## src/rtl/vga_sync_gen.sv

```systemverilog
// 640x480 VGA timing generator: pixel-tick divider, horizontal/vertical scan counters, registered sync decode.
// Define VGA_SYNC_FRAME_CNT_EN to add the 8-bit frame_count output used for blink/animation.
module vga_sync_gen #(
    parameter int CLK_DIV   = 4,
    parameter int H_DISPLAY = 640,
    parameter int H_FP      = 16,
    parameter int H_SYNC    = 96,
    parameter int H_BP      = 48,
    parameter int V_DISPLAY = 480,
    parameter int V_FP      = 10,
    parameter int V_SYNC    = 2,
    parameter int V_BP      = 33
) (
    input  logic        clk,
    input  logic        reset_n,
    output logic        p_tick,
    output logic [10:0] pixel_x,
    output logic [10:0] pixel_y,
    output logic        video_on,
    output logic        hsync,
    output logic        vsync,
    output logic        frame_start
`ifdef VGA_SYNC_FRAME_CNT_EN
    ,
    output logic [7:0]  frame_count
`endif
);
    localparam int H_TOTAL = H_DISPLAY + H_FP + H_SYNC + H_BP;
    localparam int V_TOTAL = V_DISPLAY + V_FP + V_SYNC + V_BP;

    localparam logic [4:0]  DIV_LAST = 5'(CLK_DIV - 1);
    localparam logic [10:0] H_LAST   = 11'(H_TOTAL - 1);
    localparam logic [10:0] V_LAST   = 11'(V_TOTAL - 1);
    localparam logic [10:0] H_VIS    = 11'(H_DISPLAY);
    localparam logic [10:0] V_VIS    = 11'(V_DISPLAY);
    localparam logic [10:0] HS_FIRST = 11'(H_DISPLAY + H_FP);
    localparam logic [10:0] HS_LAST  = 11'(H_DISPLAY + H_FP + H_SYNC - 1);
    localparam logic [10:0] VS_FIRST = 11'(V_DISPLAY + V_FP);
    localparam logic [10:0] VS_LAST  = 11'(V_DISPLAY + V_FP + V_SYNC - 1);

    logic [4:0]  div_q, div_d;
    logic [10:0] x_q, x_d;
    logic [10:0] y_q, y_d;
    logic        vid_q, vid_d;
    logic        hs_q, hs_d;
    logic        vs_q, vs_d;
    logic        fs_q, fs_d;
    logic        tick;

    function automatic logic in_range(input logic [10:0] v,
                                      input logic [10:0] lo,
                                      input logic [10:0] hi);
        return (v >= lo) && (v <= hi);
    endfunction

    assign tick = (div_q == DIV_LAST);

    // Decodes use the next-state position so they land on the same edge as the counters.
    always_comb begin
        div_d = tick ? 5'd0 : div_q + 5'd1;
        x_d   = x_q;
        y_d   = y_q;
        vid_d = vid_q;
        hs_d  = hs_q;
        vs_d  = vs_q;
        fs_d  = 1'b0;
        if (tick) begin
            if (x_q == H_LAST) begin
                x_d = 11'd0;
                y_d = (y_q == V_LAST) ? 11'd0 : y_q + 11'd1;
            end else begin
                x_d = x_q + 11'd1;
            end
            vid_d = (x_d < H_VIS) && (y_d < V_VIS);
            hs_d  = !in_range(x_d, HS_FIRST, HS_LAST);
            vs_d  = !in_range(y_d, VS_FIRST, VS_LAST);
            fs_d  = (x_d == 11'd0) && (y_d == 11'd0);
        end
    end

    always_ff @(posedge clk or negedge reset_n) begin
        if (!reset_n) begin
            div_q <= 5'd0;
            x_q   <= 11'd0;
            y_q   <= 11'd0;
            vid_q <= 1'b0;
            hs_q  <= 1'b1;
            vs_q  <= 1'b1;
            fs_q  <= 1'b0;
        end else begin
            div_q <= div_d;
            x_q   <= x_d;
            y_q   <= y_d;
            vid_q <= vid_d;
            hs_q  <= hs_d;
            vs_q  <= vs_d;
            fs_q  <= fs_d;
        end
    end

`ifdef VGA_SYNC_FRAME_CNT_EN
    logic [7:0] fc_q, fc_d;

    assign fc_d = fs_d ? fc_q + 8'd1 : fc_q;

    always_ff @(posedge clk or negedge reset_n) begin
        if (!reset_n) begin
            fc_q <= 8'd0;
        end else begin
            fc_q <= fc_d;
        end
    end

    assign frame_count = fc_q;
`endif

    assign p_tick      = tick;
    assign pixel_x     = x_q;
    assign pixel_y     = y_q;
    assign video_on    = vid_q;
    assign hsync       = hs_q;
    assign vsync       = vs_q;
    assign frame_start = fs_q;

endmodule
```

## config.mk

```make
export PLATFORM = sky130hd
export DESIGN_NAME = vga_sync_gen
export DESIGN_NICKNAME = d
export VERILOG_FILES = /design/src/rtl/vga_sync_gen.sv
export SDC_FILE = /design/constraint.sdc
export NUM_CORES = 1
export LEC_CHECK = 0
export CELL_PAD_IN_SITES_DETAIL_PLACEMENT = 1
export CELL_PAD_IN_SITES_GLOBAL_PLACEMENT = 1
export CORE_MARGIN = 5
export CORE_UTILIZATION = 42
export DETAILED_ROUTE_END_ITERATION = 8
export PLACE_DENSITY = 0.9
export SKIP_LAST_GASP = 1
export SYNTH_ARGS = -nofsm -noshare
export SYNTH_HDL_FRONTEND = slang
export SYNTH_SLANG_ARGS = --single-unit
```

## constraint.sdc

```tcl
create_clock -name clk -period 3.4 [get_ports clk]
set_clock_uncertainty 0.2 [all_clocks]
set_input_delay 0.85 -clock clk [delete_from_list [all_inputs] [get_ports clk]]
set_output_delay 0.85 -clock clk [all_outputs]
set_load 0.005 [all_outputs]
```

==> results of run 1 <==
placed cells by master, fill, tap and decap left out, drive strengths merged, types with 8 or more instances in the layout:
cell type / count
nor2: 19
xnor2: 19
o31ai: 9
nand2: 31
clkbuf: 8
o21ai: 17
nand3: 17
buf: 8
clkdlybuf4s50: 28
nor3: 10
dfrtp: 29
flip-flops by register name, indices dropped and copies added (netlist names):
name / count
vsync: 1
hsync: 1
pixel_x: 11
div_q: 5
frame_start: 1
pixel_y: 11
video_on: 1
through the flow:
step                area (um2)  utilization (%)  setup WS (ns)  hold slack [ns]  power (W)
floorplan                 2170                -          0.479            0.233   0.000376
detailed placement        2510             49.4          0.466            0.253   0.000385
CTS                       2610             51.4          0.236            0.262   0.000722
global route              2610             51.4          0.130            0.289   0.000742
finish                    2610             51.4          0.218            0.262   0.000712
global placement          2510             49.4          0.571            0.244   0.000386
routing by layer:
layer	up-vias	GRT usage, %	share of wire, %
met2	60	34.4	48
met5	-	0	0
met3	20	4.61	4.7
met1	1053	27.9	44
met4	0	9.30	3.0
li1	957	-	-
kinds of logic after synthesis:
family / synth area share [%]
adder cells (fa/ha/maj): 3.92
AND/OR/NAND/NOR: 29.0
buffers and inverters: 5.13
XOR/XNOR: 9.69
flip-flops: 35.9
multiplexers: 0.980
AO/OA/AOI/OAI: 15.5
final timing paths:
check	endpoint	slack (ns)	cells past startpoint
min in group asynchronous	pixel_x[8]	0.77	2
hold / removal	div_q[0]	0.26	1
max in group asynchronous	vsync	1.90	2
hold reg to reg	div_q[0]	0.26	1
setup reg to reg	frame_start	0.22	6
setup / recovery	frame_start	0.22	6
worst max-delay path, delay by kind of cell, from the launching register on:
family	cells	cell delay, ns
adders and majority gates	1	0.32
DFF	1	0.50
and+or+nand+nor	4	1.60
AOI/OAI and AO/OA	1	0.44
area by class of cell:
| class | instances | area [um2] | share of cell area, % |
|---|---|---|---|
| sequential | 31 | 778 | 29.8 |
| multi-input combinational | 196 | 1280 | 49.1 |
| inverter | 6 | 22.5 | 0.863 |
| tap | 70 | 87.6 | 3.36 |
| timing repair buffer | 36 | 340 | 13.0 |
| clock buffer | 8 | 100 | 3.84 |
power breakdown:
part	switching, W	internal, W	total [W]
Combinational	0.00000752	0.00000176	0.00000927
Clock	0.000149	0.000185	0.000334
Sequential	0	0.000369	0.000369
==> impl_metrics.toml, run 1 <==
[run_status]
status = "finished, final reports clean"

[worst_setup_path]
worstPathCellList = "ha_1 -> nand4_1 -> nor3_1 -> nand2_1 -> a2111o_1 -> nor4_1"
cp.arrival_ns = 3.15
crit_fanout = 9
crit_type = "reg2reg"
endpoint_kind = "flip-flop"
critPathLaunchType = "flip-flop"
max_stage_delay_ns = 0.62
cp_slowest_cell = "nor3_1"
cp-startpoint = "pixel_x[0]"
crit_required_ns = 3.37
r2r_start = "pixel_x[0]"

[cts]
cts_hold_buffers = 0
ctsRootBufferMaster = "clkbuf_8"
clock-sinks = 31
numCtsBuffers = 5
cts.clk_slew.worst_paths_ns = 0.07
clock_tree.buffer_depth = 2
cts_tree = "done"
htree_num_levels = 2
clk_latency_ns = 0.29
cts_resized = 0
post_cts.repair.setup_buffers = 0

[grt]
overflow = 0
antenna_found_initial = 0
grt_pass1_wl_mm = 10.9
grt_pass1_vias = 2073
grt_use_total_pct = 21.5
grt_max_degree = 32

[route]
wl_mm = 6.56
drtIter0Drc = 122
wire_per_inst_um = 18.9
dr_total_vias = 2090
drt_first_pass_iters = 4
drc = 0
ant_nets = 0
viasPerCell = 6.02

[place]
gp_congestion = 0.870
io_buffer_count = 28
placed_cells = 339
dpl.hpwl_mm = 4.56

[die]
core_area_um2 = 5070
dieArea_um2 = 6700
num_io_pins = 29
die_height_um = 81.9
num_rows = 26
die_x_um = 81.9
initial_core_util_pct = 42.8

[sta]
worst_slew_pin_slew_ns = 0.772
timing.final.crit_share_pct = 93.6
max_freq_ghz = 0.314
max_slew_margin_pct = 48.1
fin_crit_ns = 3.18
hold_viol = 0
report.final.setup_viol = 0
final_max_slew_viol_count = 0
rsz0062_at_grt = "no"
setup-tns-final_ns = 0

[layout]
n_antenna_cell = 0
nNetsFinal = 284
n_fill_cell = 624
final_cells = 347
syn_to_final_growth_pct = 20.2
drive_above_1_share_pct = 10.8

[synth]
syn_inst = 251
seq_area_frac_synth_pct = 35.9
synth_cell_types = 55
synth_nets = 259
synth_top_area_share_pct = 33.4
yosysTopAreaCell = "dfrtp_1"
syn_area_per_cell_um2 = 8.64
yosysWarnings = 0
synth_flop_cell = "dfrtp_1"
synthTopCellsByCount = "31 x nand2_1, 29 x dfrtp_1, 19 x xnor2_1"
syn_area_um2 = 2170
ys_top_cells_by_area = "dfrtp_1 33%, xnor2_1 7.7%, nand2_1 5.4%"
synth-edff-count = 0
synth_most_common_cell = "nand2_1"
synth_seq_cells = 31
async_reset_ff_share_pct = 100

[power_and_ir_drop]
p_leak_nw = 0.975
vdd_drop_max_mv = 0.181
power_density_nw_per_um2 = 273

[flow_run]
max_cap_viol_count = 0

[min_path]
hold_class = "reg2reg"
hold_path_startpoint = "div_q[0]"
(Power assumes the default switching activity.)
==> inputs of run 2 (changes only) <==
RECOVER_POWER = 50   (was default)
==> run 2 against run 1 <==
The run now ends with capacitance limit, slew limit left. Utilization shrank 0.15 points. Fmax grew 1.2%. Highest routed layer unchanged. Largest cell class unchanged. First-iteration DRC count rose by 9.8%. Global-route usage is the same.
==> impl_metrics.toml, run 2 (same netlist as run 1, synthesis figures left out) <==
[layout]
layout_common_cells = "31 x nand2_1, 29 x dfrtp_1, 23 x clkdlybuf4s50_1"
n_fill_cell = 626
syn_to_final_growth_pct = 19.9
postLayoutCoreUtil_pct = 51.3
n_antenna_cell = 0
final_cells = 347
layout_commonest_cell = "nand2_1"
drive_above_1_share_pct = 10.1
nNetsFinal = 284

[route]
wire_per_inst_um = 19.0
ant_nets = 0
drtIter0Drc = 134
dr_total_vias = 2102
drt_first_pass_iters = 4
viasPerCell = 6.06
wl_mm = 6.58
drc = 0

[grt]
top_usage_layer = "met2"
grtUsageMet1_pct = 27.9
grt_use_total_pct = 21.5
use_met2_pct = 34.4
grt_max_degree = 32
grtUsageMet3_pct = 4.61
grt_pass1_wl_mm = 10.9
antenna_found_initial = 0
grt_pass1_vias = 2073
overflow = 0

[worst_setup_path]
crit_required_ns = 2.35
critPathTopFamily = "simple AND/OR/NAND/NOR gates"
max_stage_delay_ns = 0.63
worst-path-buf-inv = 2
cp-startpoint = "div_q[0]"
crit_type = "reg2out"
cp.arrival_ns = 2.10
endpoint_kind = "primary output"
r2r_start = "pixel_x[0]"
cp_slowest_cell = "or4b_2"
worstPathCellList = "ha_1 -> or4b_2 -> inv_1 -> clkdlybuf4s50_1"
crit_fanout = 3
critPathLaunchType = "flip-flop"

[power_and_ir_drop]
vdd_drop_max_mv = 0.180
power_density_nw_per_um2 = 275
p_leak_nw = 0.976

[place]
placed_cells = 339
io_buffer_count = 28
gp_congestion = 0.870
dpl.hpwl_mm = 4.56

[cts]
clock_tree.buffer_depth = 2
ctsRootBufferMaster = "clkbuf_8"
htree_num_levels = 2
numCtsBuffers = 5
clk_latency_ns = 0.30
cts_tree = "done"
cts_resized = 0
clock-sinks = 31
cts.clk_slew.worst_paths_ns = 0.06
post_cts.repair.setup_buffers = 0
cts_hold_buffers = 0

[run_status]
status = "finished, violations left"
violations = "capacitance limit, slew limit"

[sta]
worst_slew_pin_slew_ns = 1.77
max_slew_margin_pct = -17.9
rsz0062_at_grt = "no"
max_freq_ghz = 0.318
report.final.setup_viol = 0
final_max_slew_viol_count = 32
timing.final.crit_share_pct = 92.5
fin_crit_ns = 3.15
hold_viol = 0
setup-tns-final_ns = 0

[die]
num_io_pins = 29
die_x_um = 81.9
core_area_um2 = 5070
initial_core_util_pct = 42.8
dieArea_um2 = 6700
num_rows = 26
die_height_um = 81.9

[min_path]
hold_class = "reg2reg"
hold_path_startpoint = "div_q[0]"

[flow_run]
max_cap_viol_count = 1
## run 2: layer usage
layer | routed length [um] | up-vias
met5 | 0 | -
met4 | 213 | 0
met3 | 396 | 22
met2 | 3150 | 79
met1 | 2820 | 1044
li1 | - | 957
## run 2: worst paths after layout
| path | end | slack [ns] | cells after the start |
|---|---|---|---|
| worst max register to register | frame_start | 0.29 | 6 |
| worst max-delay path | p_tick | 0.25 | 4 |
| worst min register to register | div_q[0] | 0.26 | 1 |
| worst min-delay path | div_q[0] | 0.26 | 1 |
| max in group asynchronous | div_q[3] | 0.61 | 2 |
| min in group asynchronous | pixel_x[8] | 1.36 | 2 |
## run 2: area by class of cell
class | instances | area [um2] | area share [%]
Clock buffer | 8 | 100 | 3.85
Inverter | 6 | 22.5 | 0.866
Multi-Input combinational cell | 196 | 1280 | 49.2
Sequential cell | 31 | 778 | 29.9
Tap cell | 70 | 87.6 | 3.37
Timing Repair Buffer | 36 | 333 | 12.8
## run 2: per-stage QoR
step	area [um2]	power (W)	worst slack (ns)	hold slack (ns)
2_1_floorplan	2170	0.000376	0.479	0.233
3_3_place_gp	2510	0.000386	0.571	0.244
3_5_place_dp	2510	0.000385	0.466	0.253
4_1_cts	2610	0.000722	0.236	0.262
5_1_grt	2600	0.000741	0.142	0.289
6_report	2600	0.000715	0.254	0.262
## run 2: worst register-to-register path: cells and delay by family (launching register included)
kind	cells	cell delay (ns)
compound gates	1	0.44
fa+ha+maj	1	0.32
simple gates	4	1.55
flops	1	0.49
## run 2: power breakdown
part           internal (W)  switching [W]  leakage, nW
Combinational   0.000000982     0.00000749        0.518
Clock              0.000185       0.000153       0.0515
Sequential         0.000369              0        0.407
==> inputs of run 3 (changes only) <==
PLACE_DENSITY = 0.84   (was 0.9)
==> run 3 against run 2 <==
The flow still finishes with violations (capacitance limit, slew limit). Final cell count grew 0.58%. Fmax shrank 0.18%. Highest routed layer unchanged. Register-to-register slack gained 0.26 ns. Critical endpoint unchanged. Worst hold slack lost 0.00085 ns. Total power shrank 5.5%.
==> impl_metrics.toml, run 3 (same netlist as run 1, synthesis figures left out) <==
[place]
placed_cells = 341
io_buffer_count = 28
dpl_worst_slack_ns = 0.572
gp_congestion = 0.922
dpl.hpwl_mm = 4.58

[cts]
cts.clk_slew.worst_paths_ns = 0.08
htree_num_levels = 2
ctsRootBufferMaster = "clkbuf_8"
post_cts.repair.setup_buffers = 0
numCtsBuffers = 5
cts_hold_buffers = 0
clock-sinks = 31
cts_resized = 0
clock_tree.buffer_depth = 2
cts_tree = "done"
clk_latency_ns = 0.30

[die]
num_rows = 26
core_area_um2 = 5070
dieArea_um2 = 6700
die_height_um = 81.9
num_io_pins = 29
initial_core_util_pct = 42.8
die_x_um = 81.9

[route]
ant_nets = 0
viasPerCell = 5.83
drtIter0Drc = 180
dr_total_vias = 2036
drt_first_pass_iters = 6
drc = 0
wl_mm = 6.32
wire_per_inst_um = 18.1

[power_and_ir_drop]
p_leak_nw = 0.964
power_density_nw_per_um2 = 260
vdd_drop_max_mv = 0.227
power.total_w = 0.000676

[worst_setup_path]
cp-endpoint = "p_tick"
regToRegEndpoint = "frame_start"
cp-startpoint = "div_q[0]"
critPathLaunchType = "flip-flop"
crit_required_ns = 2.35
cp.arrival_ns = 2.10
r2r_start = "pixel_y[0]"
ff2ff_setup_slack_ns = 0.55
cp_slowest_cell = "or4b_2"
max_stage_delay_ns = 0.62
endpoint_kind = "primary output"
crit_type = "reg2out"
crit_fanout = 3
worstPathCellList = "ha_1 -> or4b_2 -> inv_1 -> clkdlybuf4s50_1"
reg2regPathDepth = 8

[layout]
syn_to_final_growth_pct = 19.9
final_cells = 349
n_antenna_cell = 0
nNetsFinal = 286
n_fill_cell = 626
drive_above_1_share_pct = 10.8
layout_common_cells = "31 x nand2_1, 29 x dfrtp_1, 25 x clkdlybuf4s50_1"
layout_commonest_cell = "nand2_1"

[sta]
fin_crit_ns = 3.15
hold_viol = 0
final_max_slew_viol_count = 32
worst_slew_pin_slew_ns = 1.69
max_freq_ghz = 0.317
rsz0062_at_grt = "no"
setup-tns-final_ns = 0
max_slew_margin_pct = -12.8
report.final.setup_viol = 0
setup_ws_ns = 0.249
timing.final.crit_share_pct = 92.7

[run_status]
status = "finished, violations left"
violations = "capacitance limit, slew limit"

[grt]
grt_use_total_pct = 21.1
overflow = 0
grt_max_degree = 32
grt_pass1_wl_mm = 10.6
antenna_found_initial = 0
grt_pass1_vias = 2087

[min_path]
hold_class = "reg2reg"
hold_path_startpoint = "div_q[0]"

[flow_run]
max_cap_viol_count = 1
[run 3: worst min-delay path by stage]
stage | to | slack [ns] | depth (start not counted)
finish | div_q[0] | 0.26 | 1
global route | div_q[0] | 0.29 | 1
CTS | div_q[0] | 0.27 | 1
detailed placement | div_q[0] | 0.26 | 1
global placement | div_q[0] | 0.24 | 1
floorplan | div_q[0] | 0.23 | 1
[run 3: metrics by stage]
stage	util, %	hold WS [ns]	area (um2)
finish	51.3	0.261	2600
floorplan	-	0.233	2170
CTS	51.5	0.268	2610
global placement	49.7	0.243	2520
global route	51.3	0.290	2600
detailed placement	49.7	0.257	2520
[run 3: layout make-up]
| cell class | count | area [um2] | area share (%) |
|---|---|---|---|
| tap | 70 | 87.6 | 3.37 |
| timing repair buffer | 38 | 344 | 13.2 |
| inverter | 6 | 22.5 | 0.866 |
| multi-input combinational | 196 | 1280 | 49.2 |
| sequential | 31 | 778 | 29.9 |
| clock inverter | 3 | 20.0 | 0.770 |
| clock buffer | 5 | 68.8 | 2.65 |
[run 3: worst max-delay path: cells and delay by family, from the launching register on]
family        cells  cell delay, ns
buf+inv           2            0.61
simple gates      1            0.62
fa+ha+maj         1            0.21
flops             1            0.37
[run 3: power breakdown]
group	switching (W)	internal (W)	leakage, nW
sequential	0	0.000369	0.407
clock	0.000157	0.000142	0.0402
combinational	0.00000713	0.000000978	0.517
[run 3: per-layer routing]
layer / routed length [um] / track usage, % / share of wire [%]
met2: 3010 / 33.5 / 48
met4: 100 / 6.98 / 1.6
met5: 0 / 0 / 0
met3: 252 / 4.50 / 4.0
met1: 2960 / 28.4 / 47
